===== config.mk =====
export PLATFORM = sky130hd
export DESIGN_NAME = get_ctrl_nd
export DESIGN_NICKNAME = d
export VERILOG_FILES = /design/src/rtl/get_ctrl_nd_pkg.sv /design/src/rtl/get_ctrl_nd_loop_cnt.sv /design/src/rtl/get_ctrl_nd.sv
export SDC_FILE = /design/constraint.sdc
export NUM_CORES = 1
export LEC_CHECK = 0
export CAP_MARGIN = 30
export CORE_AREA = 2 2 114 116
export DETAILED_ROUTE_END_ITERATION = 8
export DIE_AREA = 0 0 116 118
export PLACE_DENSITY = 0.84
export SETUP_SLACK_MARGIN = 0.02
export SYNTH_ARGS = -nofsm -noshare
export SYNTH_HDL_FRONTEND = slang
export SYNTH_SLANG_ARGS = --single-unit

===== constraint.sdc =====
create_clock -name clk -period 10.15 [get_ports clk]
set_clock_uncertainty 0.05 [all_clocks]
set_input_delay 2.03 -clock clk [delete_from_list [all_inputs] [get_ports clk]]
set_output_delay 2.03 -clock clk [all_outputs]
set_load 0.05 [all_outputs]

===== src/rtl/get_ctrl_nd_pkg.sv =====
// get_pkg: shared defaults, state encoding and slicing helper for the
// N-dimensional get-path address sequencer (get_ctrl_nd / loop_cnt).
package get_pkg;

  localparam int GET_W    = 20;
  localparam int GET_DIMS = 3;

  typedef enum logic [0:0] {
    IDLE = 1'b0,
    RUN  = 1'b1
  } get_state_e;

  // Low bit of dim d in a flat DIMS*W vector (dim d lives at [d*W +: W]).
  function automatic int unsigned slice_lo(input int unsigned d, input int unsigned w);
    return d * w;
  endfunction

endpackage


===== src/rtl/get_ctrl_nd_loop_cnt.sv =====
// loop_cnt: one dimension of the nested-loop sequencer.
//   clk, rst   : clock, synchronous active-high reset
//   clr        : force value to 0 (new sweep)
//   inc        : advance by step, wrapping to 0 when already last
//   bound      : inclusive upper bound
//   step       : increment (never 0 when inc is used)
//   value      : current index
//   last       : value + step would exceed bound
module loop_cnt #(
  parameter int W = 20
) (
  input  logic         clk,
  input  logic         rst,
  input  logic         clr,
  input  logic         inc,
  input  logic [W-1:0] bound,
  input  logic [W-1:0] step,
  output logic [W-1:0] value,
  output logic         last
);

  logic [W-1:0] r_value;
  logic [W:0]   w_sum;

  // Extra carry bit so a bound of 2^W-1 never wraps the comparison.
  assign w_sum = {1'b0, r_value} + {1'b0, step};
  assign last  = (w_sum > {1'b0, bound});
  assign value = r_value;

  always_ff @(posedge clk) begin
    if (rst || clr)
      r_value <= '0;
    else if (inc)
      r_value <= last ? '0 : w_sum[W-1:0];
  end

endmodule


===== src/rtl/get_ctrl_nd.sv =====
// get_ctrl_nd: DIMS-level nested-loop index sequencer for the get path.
// Emits one index tuple per accepted beat (valid/ready) and a one-cycle
// done pulse after the final tuple is accepted.
//   clk, rst   : clock, synchronous active-high reset
//   start      : begin a sweep (ignored unless idle)
//   fin        : inclusive bound per dim, dim d at [d*W +: W]
//   stride     : per-dim step, 0 treated as 1 (GET_CTRL_ND_STRIDE_EN only)
//   out_ready  : consumer takes current tuple
//   out_valid  : idx/last hold a valid tuple
//   idx, last  : current tuple and per-dim final-value flags
//   busy       : sweep in progress
//   done       : one-cycle pulse after final accept
// Optional feature macro: GET_CTRL_ND_STRIDE_EN (adds the stride input).
module get_ctrl_nd
  import get_pkg::*;
#(
  parameter int W    = GET_W,
  parameter int DIMS = GET_DIMS
) (
  input  logic              clk,
  input  logic              rst,
  input  logic              start,
  input  logic [DIMS*W-1:0] fin,
`ifdef GET_CTRL_ND_STRIDE_EN
  input  logic [DIMS*W-1:0] stride,
`endif
  input  logic              out_ready,
  output logic              out_valid,
  output logic [DIMS*W-1:0] idx,
  output logic [DIMS-1:0]   last,
  output logic              busy,
  output logic              done
);

  localparam logic [0:0] S_IDLE = IDLE;
  localparam logic [0:0] S_RUN  = RUN;

  logic [0:0]        r_state;
  logic [DIMS*W-1:0] r_fin;
  logic              r_done;

  logic [DIMS*W-1:0] w_step;
  logic [DIMS-1:0]   w_last;
  logic [DIMS:0]     w_carry;
  logic              w_start_ok;
  logic              w_accept;
  logic              w_final;

  assign w_start_ok = start && (r_state == S_IDLE);
  assign w_accept   = (r_state == S_RUN) && out_ready;

`ifdef GET_CTRL_ND_STRIDE_EN
  logic [DIMS*W-1:0] r_step;
  logic [DIMS*W-1:0] w_step_in;

  for (genvar d = 0; d < DIMS; d++) begin : g_step
    assign w_step_in[slice_lo(d, W) +: W] =
      (stride[slice_lo(d, W) +: W] == '0) ? W'(1) : stride[slice_lo(d, W) +: W];
  end

  always_ff @(posedge clk) begin
    if (rst)
      r_step <= '0;
    else if (w_start_ok)
      r_step <= w_step_in;
  end

  assign w_step = r_step;
`else
  assign w_step = {DIMS{W'(1)}};
`endif

  // Ripple carry: dim d advances when every lower dim is at its last value.
  assign w_carry[0] = w_accept;
  for (genvar d = 0; d < DIMS; d++) begin : g_dim
    assign w_carry[d+1] = w_carry[d] && w_last[d];

    loop_cnt #(.W(W)) u_cnt (
      .clk   (clk),
      .rst   (rst),
      .clr   (w_start_ok),
      .inc   (w_carry[d]),
      .bound (r_fin[slice_lo(d, W) +: W]),
      .step  (w_step[slice_lo(d, W) +: W]),
      .value (idx[slice_lo(d, W) +: W]),
      .last  (w_last[d])
    );
  end

  // Carry out of the top dim means the final tuple was accepted; every
  // counter has wrapped to 0 in the same edge.
  assign w_final = w_carry[DIMS];

  always_ff @(posedge clk) begin
    if (rst) begin
      r_state <= S_IDLE;
      r_fin   <= '0;
      r_done  <= 1'b0;
    end else begin
      r_done <= 1'b0;
      case (r_state)
        S_IDLE: begin
          if (start) begin
            r_fin   <= fin;
            r_state <= S_RUN;
          end
        end
        S_RUN: begin
          if (w_final) begin
            r_state <= S_IDLE;
            r_done  <= 1'b1;
          end
        end
        default: r_state <= S_IDLE;
      endcase
    end
  end

  assign out_valid = (r_state == S_RUN);
  assign busy      = (r_state == S_RUN);
  assign done      = r_done;
  // Flags only mean something alongside a valid tuple.
  assign last      = w_last & {DIMS{out_valid}};

endmodule


==> metrics.md, run 1 <==
| Metric | Value |
|---|---|
| XOR/XNOR Fraction of Synth Area | `0.0678` |
| Pre-CTS WS | `3410 ps` |
| RD Place Congestion | `0.944` |
| Max Cap Viol | `0` |
| Top FF cell, synth | `dfxtp_1` |
| Clk_lat worst skew | `420 ps` |
| Clock period minus worst slack | `7260 ps` |
| WL/cell | `15.6 um` |
| CTS tree | `built` |
| Reg2reg setup slack | `5030 ps` |
| Yosys warning count | `0` |
| Adder-cell share of the synthesized area | `0.113` |
| Netlist Area Pre-Place | `6980 um2` |
| Synth top area cells | `dfxtp_1, ha_1, nand2_1` |
| HPWL after detailed placement | `12.4 mm` |
| Ant diodes | `0` |
| Clock sinks | `122` |
| Die H | `118 um` |
| Post-CTS setup buffer count | `0` |
| DIE WIDTH | `116 um` |
| Num CTS Buffers | `17` |
| Ports | `130` |
| Cts-stage hold buffer count | `0` |
| Clock Tree Root | `clkbuf_16` |
| Commonest non-fill, non-tap cells in the layout | `clkdlybuf4s50_1, nand2_1, dfxtp_1` |
| EDFF count, synth | `0` |
| Status | `finished clean` |
| Min-delay src | `r_fin[0]` |
| Longest Clk Path Bufs | `2` |
| Worst-path maximum fanout | `13` |
| Hold WS | `434 ps` |
| Met3 Use GR | `0.0582` |
| Hold EP | `r_fin[0]` |
| RSZ-0062 raised after global routing | `false` |
| Placed insts | `1120` |
| Class of the most critical setup path | `flip-flop to primary output` |
| Crit path cell chain | `ha_1, nand3_1, nor2_2, and3_1, nand3_1, nor2_1, xor2_1, ha_1, and4_1, nand3_1, a21oi_1, o31ai_1, a2bb2oi_2, nor2_1, nor2b_1, clkdlybuf4s50_1` |
| CP arrival | `5180 ps` |
| Seq cells post-synth | `122` |
| Core region area | `12400 um2` |
| Nature of the critical path startpoint | `flip-flop` |
| Grt met1 use | `0.346` |
| Worst VDD drop | `0.000133 V` |
| Mux cell area share after synthesis | `0.00430` |
| Net count, final | `1094` |
| Pwr/cell area | `141 nW/um2` |
| H-tree Lvls | `4` |
| Total track usage | `0.271` |
| Synth Area in Compound Gates | `0.178` |
| R2R Path End | `g_dim[2].u_cnt.value[18]` |
| Tcrit/Tclk final | `0.715` |
| DR DRC count | `0` |
| FFs w/ async S/R, synth | `0` |
| Via count | `6472` |
| First-pass detailed-route iteration total | `5` |
| Largest family of logic cells by synthesized area | `simple AND/OR/NAND/NOR gates` |
| Final WL | `18.0 mm` |
| Hold Vio Cnt, Final | `0` |
| Max Slew Vio Count | `0` |
| Headroom to the max-slew limit | `0.343` |
| Hold Crit Depth | `1` |
| Vias in the first global route | `6151` |
| Row cnt | `41` |
| Critical Path RT | `8070 ps` |
| Avg Cell Area, Syn | `8.14 um2` |
| Post-synth top area share | `0.350` |
| Critical path's top delay family | `simple AND/OR/NAND/NOR gates` |
| Port Buf Inserts | `129` |
| Reg2Reg Launch Point | `g_dim[0].u_cnt.value[0]` |
| Area Growth Syn to Fin | `27.8%` |
| FF-to-FF path depth | `15` |
| Initial core utilization | `0.562` |
| Antenna violations before repair | `0` |
| Final ANT Viol Nets | `0` |
| Buf/Inv on CP | `1` |
| Reg clk slew, reported paths | `50 ps` |
| Vias per cell | `5.62` |
| Worst setup slack after layout | `2890 ps` |
| Sequential share of the synthesized area | `0.350` |
| Fill cell count | `1000` |
| CP max stage cell | `nor2_1` |
| Setup Total Neg Slack | `0 ps` |
| Share of layout cells above drive strength 1 | `0.0603` |
| Post-Synth Simple-Gate Area | `0.223` |
| Commonest non-fill, non-tap cell in the layout | `clkdlybuf4s50_1` |
| Remaining global-route overflow | `0` |
| Die footprint | `13700 um2` |
| Starting DRT DRC Count | `411` |
| Resize count post-CTS | `0` |
| Hold WC Path Type | `flip-flop to flip-flop` |
| Syn Nets | `985` |
| Setup-failing EPs final | `0` |
| GR peak layer | `met2` |
| Non-Filler Instances | `1151` |
| CP max stage delay | `740 ps` |
| Cells after Synth | `858` |
| Worst Setup End Kind | `primary output` |
| Worst Tran Pin Value | `985 ps` |
| Cell taking the most area after synthesis | `dfxtp_1` |
| Leak | `3.47 nW` |
| Cell mode on critical path | `nand3_1` |
| Max Clock Freq | `138 MHz` |
| Maximum number of pins on one net before global-route repair | `105` |
| Global-route wire length before repair | `29.6 mm` |
| Met2 Usage GRT | `0.446` |
| Post-synth cell types | `58` |
==> cell usage after synthesis, types with 9 or more instances <==
cell type  number
inv_1          66
xnor2_1        36
nand2_1       124
nand3_1        48
and3_1         21
xor2_1         18
nor3_1         17
dfxtp_1       122
ha_1           63
nand4_1        13
a21oi_1        57
o21ai_1        11
nor2b_1        10
nand3b_1        9
o21ai_0        74
clkbuf_1       30
nor2_1         27
==> area by class of cell <==
| cell class | count | area (um2) | area share |
|---|---|---|---|
| repair buffers | 133 | 1320 | 0.148 |
| clock inverters | 9 | 120 | 0.0135 |
| well taps | 172 | 215 | 0.0241 |
| flip-flops and latches | 122 | 2440 | 0.274 |
| multi-input cells | 627 | 4100 | 0.460 |
| clock buffers | 22 | 474 | 0.0531 |
| inverters | 66 | 248 | 0.0278 |
==> metrics by stage <==
stage / util / cell area [um2] / total power [W]
2_1_floorplan: - / 6980 / 0.000602
3_3_place_gp: 0.671 / 8330 / 0.000653
3_5_place_dp: 0.671 / 8330 / 0.000655
4_1_cts: 0.719 / 8920 / 0.00126
5_1_grt: 0.719 / 8920 / 0.00131
6_report: 0.719 / 8920 / 0.00126
==> worst register-to-register path, cell delays in order, from the launching register on <==
cell and delay (ps):
dfxtp_1 420, ha_1 260, and3_1 330, and3_1 370, and2_1 260, nand3_1 110, xnor2_1 230, ha_1 290
nand3_1 170, nor3_1 90, a2111o_1 440, a211o_1 360, a22oi_4 580, o21bai_4 360, and2_1 570, o2bb2ai_1 180
==> worst max-delay path by stage <==
stage                                  from       to  slack (ps)  cells past startpoint
floorplan           g_dim[1].u_cnt.value[0]  last[1]        3640                     17
global placement    g_dim[1].u_cnt.value[0]  last[1]        3580                     16
detailed placement  g_dim[1].u_cnt.value[0]  last[1]        3410                     16
CTS                 g_dim[1].u_cnt.value[0]  last[1]        2930                     16
global route        g_dim[1].u_cnt.value[0]  last[1]        2560                     16
finish              g_dim[1].u_cnt.value[0]  last[1]        2890                     16
==> logic make-up (layout without fill, tap and decap cells) <==
logic type	count (synthesis)	after routing
mux	3	3
compound gates	199	199
buf+inv	109	230
simple gates	308	308
xor+xnor	54	54
fa+ha+maj	63	63
flops	122	122
==> registers in the layout (all words and copies together) (netlist names) <==
name / count
r_fin: 60
busy: 1
g_dim.u_cnt.value: 60
done: 1
==> power breakdown <==
part | total [W] | switching, W | internal (W)
clock | 0.000612 | 0.000211 | 0.000401
combinational | 0.000144 | 0.0000855 | 0.0000581
sequential | 0.000504 | 0.00000684 | 0.000497
total | 0.00126 | 0.000303 | 0.000956
==> routing by layer <==
layer	vias up	routed length, um
met5	-	0
met4	0	408
met3	31	1050
met2	219	8660
met1	3030	7870
li1	3192	-
(Power assumes the default switching activity.)
==> run 2: changes to the inputs <==
--- a/config.mk
+++ b/config.mk
@@ -6,10 +6,10 @@
 export NUM_CORES = 1
 export LEC_CHECK = 0
 export CAP_MARGIN = 30
-export CORE_AREA = 2 2 114 116
+export CORE_AREA = 2 2 118 120
 export DETAILED_ROUTE_END_ITERATION = 8
-export DIE_AREA = 0 0 116 118
-export PLACE_DENSITY = 0.84
+export DIE_AREA = 0 0 120 122
+export PLACE_DENSITY = 0.79
 export SETUP_SLACK_MARGIN = 0.02
 export SYNTH_ARGS = -nofsm -noshare
 export SYNTH_HDL_FRONTEND = slang
==> constraint.sdc (replaced) <==
create_clock -name clk -period 7.45 [get_ports clk]
set_clock_uncertainty 0.05 [all_clocks]
set_input_delay 1.49 -clock clk [delete_from_list [all_inputs] [get_ports clk]]
set_output_delay 1.49 -clock clk [all_outputs]
set_load 0.05 [all_outputs]
==> run 2 against run 1 <==
Compared with the run above:
- global-route usage shrank 2.6 points
- flip-flop and latch count is the same
- combinational power grew 37%
- clock-buffer cell count grew 3
- sequential power grew 36%
- setup slack lost 2000 ps
- final cell count grew 0.52%
- critical path type unchanged
- via count shrank 1.2%
- register-to-register slack lost 2600 ps
- clock power grew 25%
- routed wire length shrank 0.93%
- sequential share of layout area grew 0.13 points
- largest cell class unchanged
==> metrics.md, run 2 (same netlist as run 1, synthesis figures left out) <==
| Metric | Value |
|---|---|
| Met2 wire length | `8.40 mm` |
| Worst Tran Pin Value | `994 ps` |
| Hold Vio Cnt, Final | `0` |
| Clock period minus worst slack | `6510 ps` |
| Reg2Reg Launch Point | `g_dim[0].u_cnt.value[0]` |
| HPWL after detailed placement | `12.6 mm` |
| Nature of the critical path startpoint | `flip-flop` |
| Metal-1 WL | `8.14 mm` |
| Headroom to the max-slew limit | `0.338` |
| Net Sw Frac | `0.245` |
| Die H | `122 um` |
| Core Util, Final | `0.658` |
| Antenna violations before repair | `0` |
| WL/cell | `15.4 um` |
| Post-route cell area | `8880 um2` |
| CTS tree | `built` |
| Max Slew Vio Count | `0` |
| Status | `finished clean` |
| Setup-failing EPs final | `0` |
| Longest Clk Path Bufs | `2` |
| RSZ-0062 raised after global routing | `false` |
| Ports | `130` |
| Die footprint | `14600 um2` |
| CP max stage delay | `840 ps` |
| DR top layer | `met4` |
| Core region area | `13500 um2` |
| Max Cap Viol | `0` |
| P_int | `0.00124 W` |
| DR DRC count | `0` |
| Pre-CTS WS | `1500 ps` |
| DP Area | `8350 um2` |
| Min-delay src | `r_fin[47]` |
| WL met3 | `1.00 mm` |
| Clk_lat worst skew | `420 ps` |
| Critical Path RT | `5910 ps` |
| Buf/Inv on CP | `2` |
| Crit path cell chain | `ha_1, and3_1, nand3_1, or2_1, nor2_2, and3_1, xnor2_1, inv_1, ha_1, nand3_1, a211oi_1, o31ai_1, a21boi_1, a31oi_2, nor2b_1, clkdlybuf4s50_1` |
| Psw | `0.000403 W` |
| Commonest non-fill, non-tap cell in the layout | `clkdlybuf4s50_1` |
| Hold WC Path Type | `flip-flop to flip-flop` |
| Share of layout cells above drive strength 1 | `0.0563` |
| Vias in the first global route | `5903` |
| Total track usage | `0.245` |
| Fill cell count | `1142` |
| Via count | `6394` |
| Cts-stage hold buffer count | `0` |
| RD Place Congestion | `0.951` |
| Clock sinks | `122` |
| Gate power share | `0.120` |
| Area Growth Syn to Fin | `27.2%` |
| Num CTS Buffers | `17` |
| Critical path's top delay family | `simple AND/OR/NAND/NOR gates` |
| First-pass detailed-route iteration total | `6` |
| Tcrit/Tclk final | `0.874` |
| Final WL | `17.8 mm` |
| Reg clk slew, reported paths | `50 ps` |
| Class of the most critical setup path | `flip-flop to primary output` |
| Leak | `3.44 nW` |
| Worst setup slack after layout | `942 ps` |
| Clock Tree Root | `clkbuf_16` |
| Starting DRT DRC Count | `327` |
| Reg power frac | `0.417` |
| Worst setup path start | `g_dim[2].u_cnt.value[0]` |
| Setup Total Neg Slack | `0 ps` |
| H-tree Lvls | `4` |
| Worst-path maximum fanout | `12` |
| CP max stage cell | `clkdlybuf4s50_1` |
| DIE WIDTH | `120 um` |
| Maximum number of pins on one net before global-route repair | `55` |
| Net count, final | `1095` |
| Worst Setup End Kind | `primary output` |
| Max Clock Freq | `154 MHz` |
| Ant diodes | `0` |
| Post-CTS setup buffer count | `0` |
| Vias per cell | `5.53` |
| Commonest non-fill, non-tap cells in the layout | `clkdlybuf4s50_1, nand2_1, dfxtp_1` |
| CP arrival | `4970 ps` |
| Initial core utilization | `0.517` |
| Final ANT Viol Nets | `0` |
| Placed insts | `1129` |
| Clock share of power | `0.463` |
| Row cnt | `43` |
| Global-route wire length before repair | `28.8 mm` |
| Pwr/cell area | `185 nW/um2` |
| Port Buf Inserts | `129` |
| Worst VDD drop | `0.000128 V` |
| Remaining global-route overflow | `0` |
| Non-Filler Instances | `1157` |
| Resize count post-CTS | `0` |
-- run 2: changes by cell type in the layout (fill, tap and decap cells not counted) --
| cell | before | now |
|---|---|---|
| buf_4 | 4 | 5 |
| bufinv_16 | 3 | 1 |
| clkinv_2 | 6 | 2 |
| clkbuf_8 | 3 | 4 |
| clkbuf_1 | 2 | 4 |
-- run 2: final cells by class --
type,instances,area (um2),area share
Timing Repair Buffer,134,1330,0.150
Multi-Input combinational cell,627,4100,0.462
Sequential cell,122,2440,0.275
Inverter,66,248,0.0279
Clock buffer,25,495,0.0558
Clock inverter,3,40.0,0.00451
Tap cell,180,225,0.0254
-- run 2: worst paths after layout --
| check | end | slack (ps) | cells after the start |
|---|---|---|---|
| worst max-delay path | last[2] | 940 | 16 |
| worst min-delay path | r_fin[47] | 430 | 2 |
| worst max register to register | g_dim[2].u_cnt.value[18] | 2480 | 15 |
| worst min register to register | r_fin[47] | 430 | 2 |
-- run 2: layer usage --
metal  GRT usage  up-vias
li1            -     3198
met1       0.322     2960
met2       0.395      210
met3      0.0501       26
met4      0.0971        0
met5           0        -
-- run 2: tightest hold or removal path, stage by stage (launching register included) --
cell,delay (ps)
dfxtp_1,290
inv_1,60
o21ai_0,70
-- run 2: power by group through the flow --
stage          clock network (W)  registers, W  logic (W)
2_1_floorplan                  0      0.000700   0.000120
3_3_place_gp                   0      0.000699   0.000193
3_5_place_dp                   0      0.000699   0.000195
4_1_cts                 0.000773      0.000686   0.000197
5_1_grt                 0.000803      0.000688   0.000217
6_report                0.000762      0.000686   0.000197
-- run 2: per-stage QoR --
stage	total power [W]	hold WS, ps
5_1_grt	0.00171	450
3_5_place_dp	0.000894	428
3_3_place_gp	0.000891	419
4_1_cts	0.00166	435
6_report	0.00164	428
2_1_floorplan	0.000821	404
==> run 3: changes to the inputs <==
--- a/config.mk
+++ b/config.mk
@@ -5,10 +5,11 @@
 export SDC_FILE = /design/constraint.sdc
 export NUM_CORES = 1
 export LEC_CHECK = 0
-export CAP_MARGIN = 30
 export CORE_AREA = 2 2 118 120
 export DETAILED_ROUTE_END_ITERATION = 8
 export DIE_AREA = 0 0 120 122
+export GPL_ROUTABILITY_DRIVEN = 0
+export MAX_ROUTING_LAYER = met4
 export PLACE_DENSITY = 0.79
 export SETUP_SLACK_MARGIN = 0.02
 export SYNTH_ARGS = -nofsm -noshare
==> run 3 against run 2 <==
Compared with the run above:
- hold slack improved by 1.4 ps
- flip-flop and latch count is the same
- register-to-register slack is essentially flat
- critical endpoint unchanged
==> metrics.md, run 3 (same netlist as run 1, synthesis figures left out) <==
| Metric | Value |
|---|---|
| Total track usage | `0.259` |
| Area Growth Syn to Fin | `27.9%` |
| Max Clock Freq | `153 MHz` |
| Num CTS Buffers | `17` |
| Initial core utilization | `0.517` |
| Net Sw Frac | `0.245` |
| CTS tree | `built` |
| Final WL | `18.1 mm` |
| Antenna violations before repair | `0` |
| Share of layout cells above drive strength 1 | `0.0633` |
| Worst setup slack after layout | `916 ps` |
| Commonest non-fill, non-tap cells in the layout | `clkdlybuf4s50_1, nand2_1, dfxtp_1` |
| Pre-CTS WS | `1480 ps` |
| Vias per cell | `5.53` |
| Clk_lat worst skew | `420 ps` |
| Gate power share | `0.117` |
| H-tree Lvls | `4` |
| Leak | `3.47 nW` |
| Reg power frac | `0.407` |
| Pwr/cell area | `189 nW/um2` |
| Remaining global-route overflow | `0` |
| Hold WC Path Type | `flip-flop to flip-flop` |
| Final ANT Viol Nets | `0` |
| Clock share of power | `0.476` |
| Worst Setup End Kind | `primary output` |
| Ports | `130` |
| Tcrit/Tclk final | `0.877` |
| HPWL after detailed placement | `12.7 mm` |
| Worst Tran Pin Value | `907 ps` |
| Worst-path maximum fanout | `12` |
| Resize count post-CTS | `0` |
| First-pass detailed-route iteration total | `4` |
| Nature of the critical path startpoint | `flip-flop` |
| Max Cap Viol | `0` |
| Hold Vio Cnt, Final | `0` |
| Clock period minus worst slack | `6530 ps` |
| Headroom to the max-slew limit | `0.395` |
| Reg clk slew, reported paths | `60 ps` |
| Vias in the first global route | `6097` |
| Longest Clk Path Bufs | `2` |
| Class of the most critical setup path | `flip-flop to primary output` |
| Row cnt | `43` |
| Status | `finished clean` |
| Clock Tree Root | `clkbuf_16` |
| Max Slew Vio Count | `0` |
| P_int | `0.00127 W` |
| Die footprint | `14600 um2` |
| DR DRC count | `0` |
| Maximum number of pins on one net before global-route repair | `58` |
| Ant diodes | `0` |
| DIE WIDTH | `120 um` |
| Cts-stage hold buffer count | `0` |
| CP arrival | `4990 ps` |
| Net count, final | `1095` |
| Commonest non-fill, non-tap cell in the layout | `clkdlybuf4s50_1` |
| Worst VDD drop | `0.000142 V` |
| Setup Total Neg Slack | `0 ps` |
| Die H | `122 um` |
| Post-CTS setup buffer count | `0` |
| Psw | `0.000413 W` |
| Global-route wire length before repair | `29.5 mm` |
| Clock sinks | `122` |
| Starting DRT DRC Count | `424` |
| Via count | `6409` |
| RSZ-0062 raised after global routing | `false` |
| WL/cell | `15.6 um` |
| Port Buf Inserts | `129` |
| Critical Path RT | `5910 ps` |
| Core region area | `13500 um2` |
| Setup-failing EPs final | `0` |
## run 3: power by group through the flow
stage / Combinational [W] / Clock, W / Sequential [W]
floorplan: 0.000120 / 0 / 0.000700
global placement: 0.000193 / 0 / 0.000699
detailed placement: 0.000195 / 0 / 0.000699
CTS: 0.000198 / 0.000809 / 0.000686
global route: 0.000219 / 0.000835 / 0.000688
finish: 0.000198 / 0.000802 / 0.000686
## run 3: area by class of cell
type                    instances  area [um2]
multi-input cells             627        4100
clock buffers                  24         522
inverters                      66         248
well taps                     180         225
clock inverters                 7        62.6
repair buffers                134        1330
flip-flops and latches        122        2440
fillers                      1140        4570
## run 3: final timing paths
check / start / to / slack [ps] / cells after the start
worst min register to register: r_fin[0] / r_fin[0] / 430 / 1
worst max-delay path: g_dim[2].u_cnt.value[3] / last[2] / 920 / 16
worst max register to register: g_dim[0].u_cnt.value[0] / g_dim[2].u_cnt.value[18] / 2490 / 15
worst min-delay path: r_fin[0] / r_fin[0] / 430 / 1
## run 3: per-stage QoR
stage | cells | hold slack [ps] | util | total power, W | area [um2]
final | 1160 | 430 | 0.661 | 0.00169 | 8930
after global routing | 1160 | 444 | 0.661 | 0.00174 | 8930
after CTS | 1160 | 436 | 0.661 | 0.00169 | 8930
after detailed placement | 1129 | 427 | 0.618 | 0.000894 | 8350
after global placement | 1129 | 419 | 0.618 | 0.000891 | 8350
after floorplan | 858 | 404 | - | 0.000821 | 6980
## run 3: per-layer routing
metal | track usage | routed length, um | vias up
met3 | 0.0412 | 834 | 34
met5 | - | 0 | -
li1 | - | - | 3196
met4 | 0.115 | 434 | 0
met1 | 0.331 | 8340 | 2993
met2 | 0.404 | 8470 | 186
## run 3: critical path, stage by stage (launching register included)
cell and delay [ps]:
dfxtp_1 470, and3_1 230, and3_1 220, nand3_1 180, or2_1 330, nor2_2 190
and3_1 200, xnor2_1 160, inv_1 70, ha_1 300, nand3_1 120, a211oi_1 190
o31ai_1 110, a21boi_1 430, a31oi_2 240, nor2b_1 290, clkdlybuf4s50_1 840
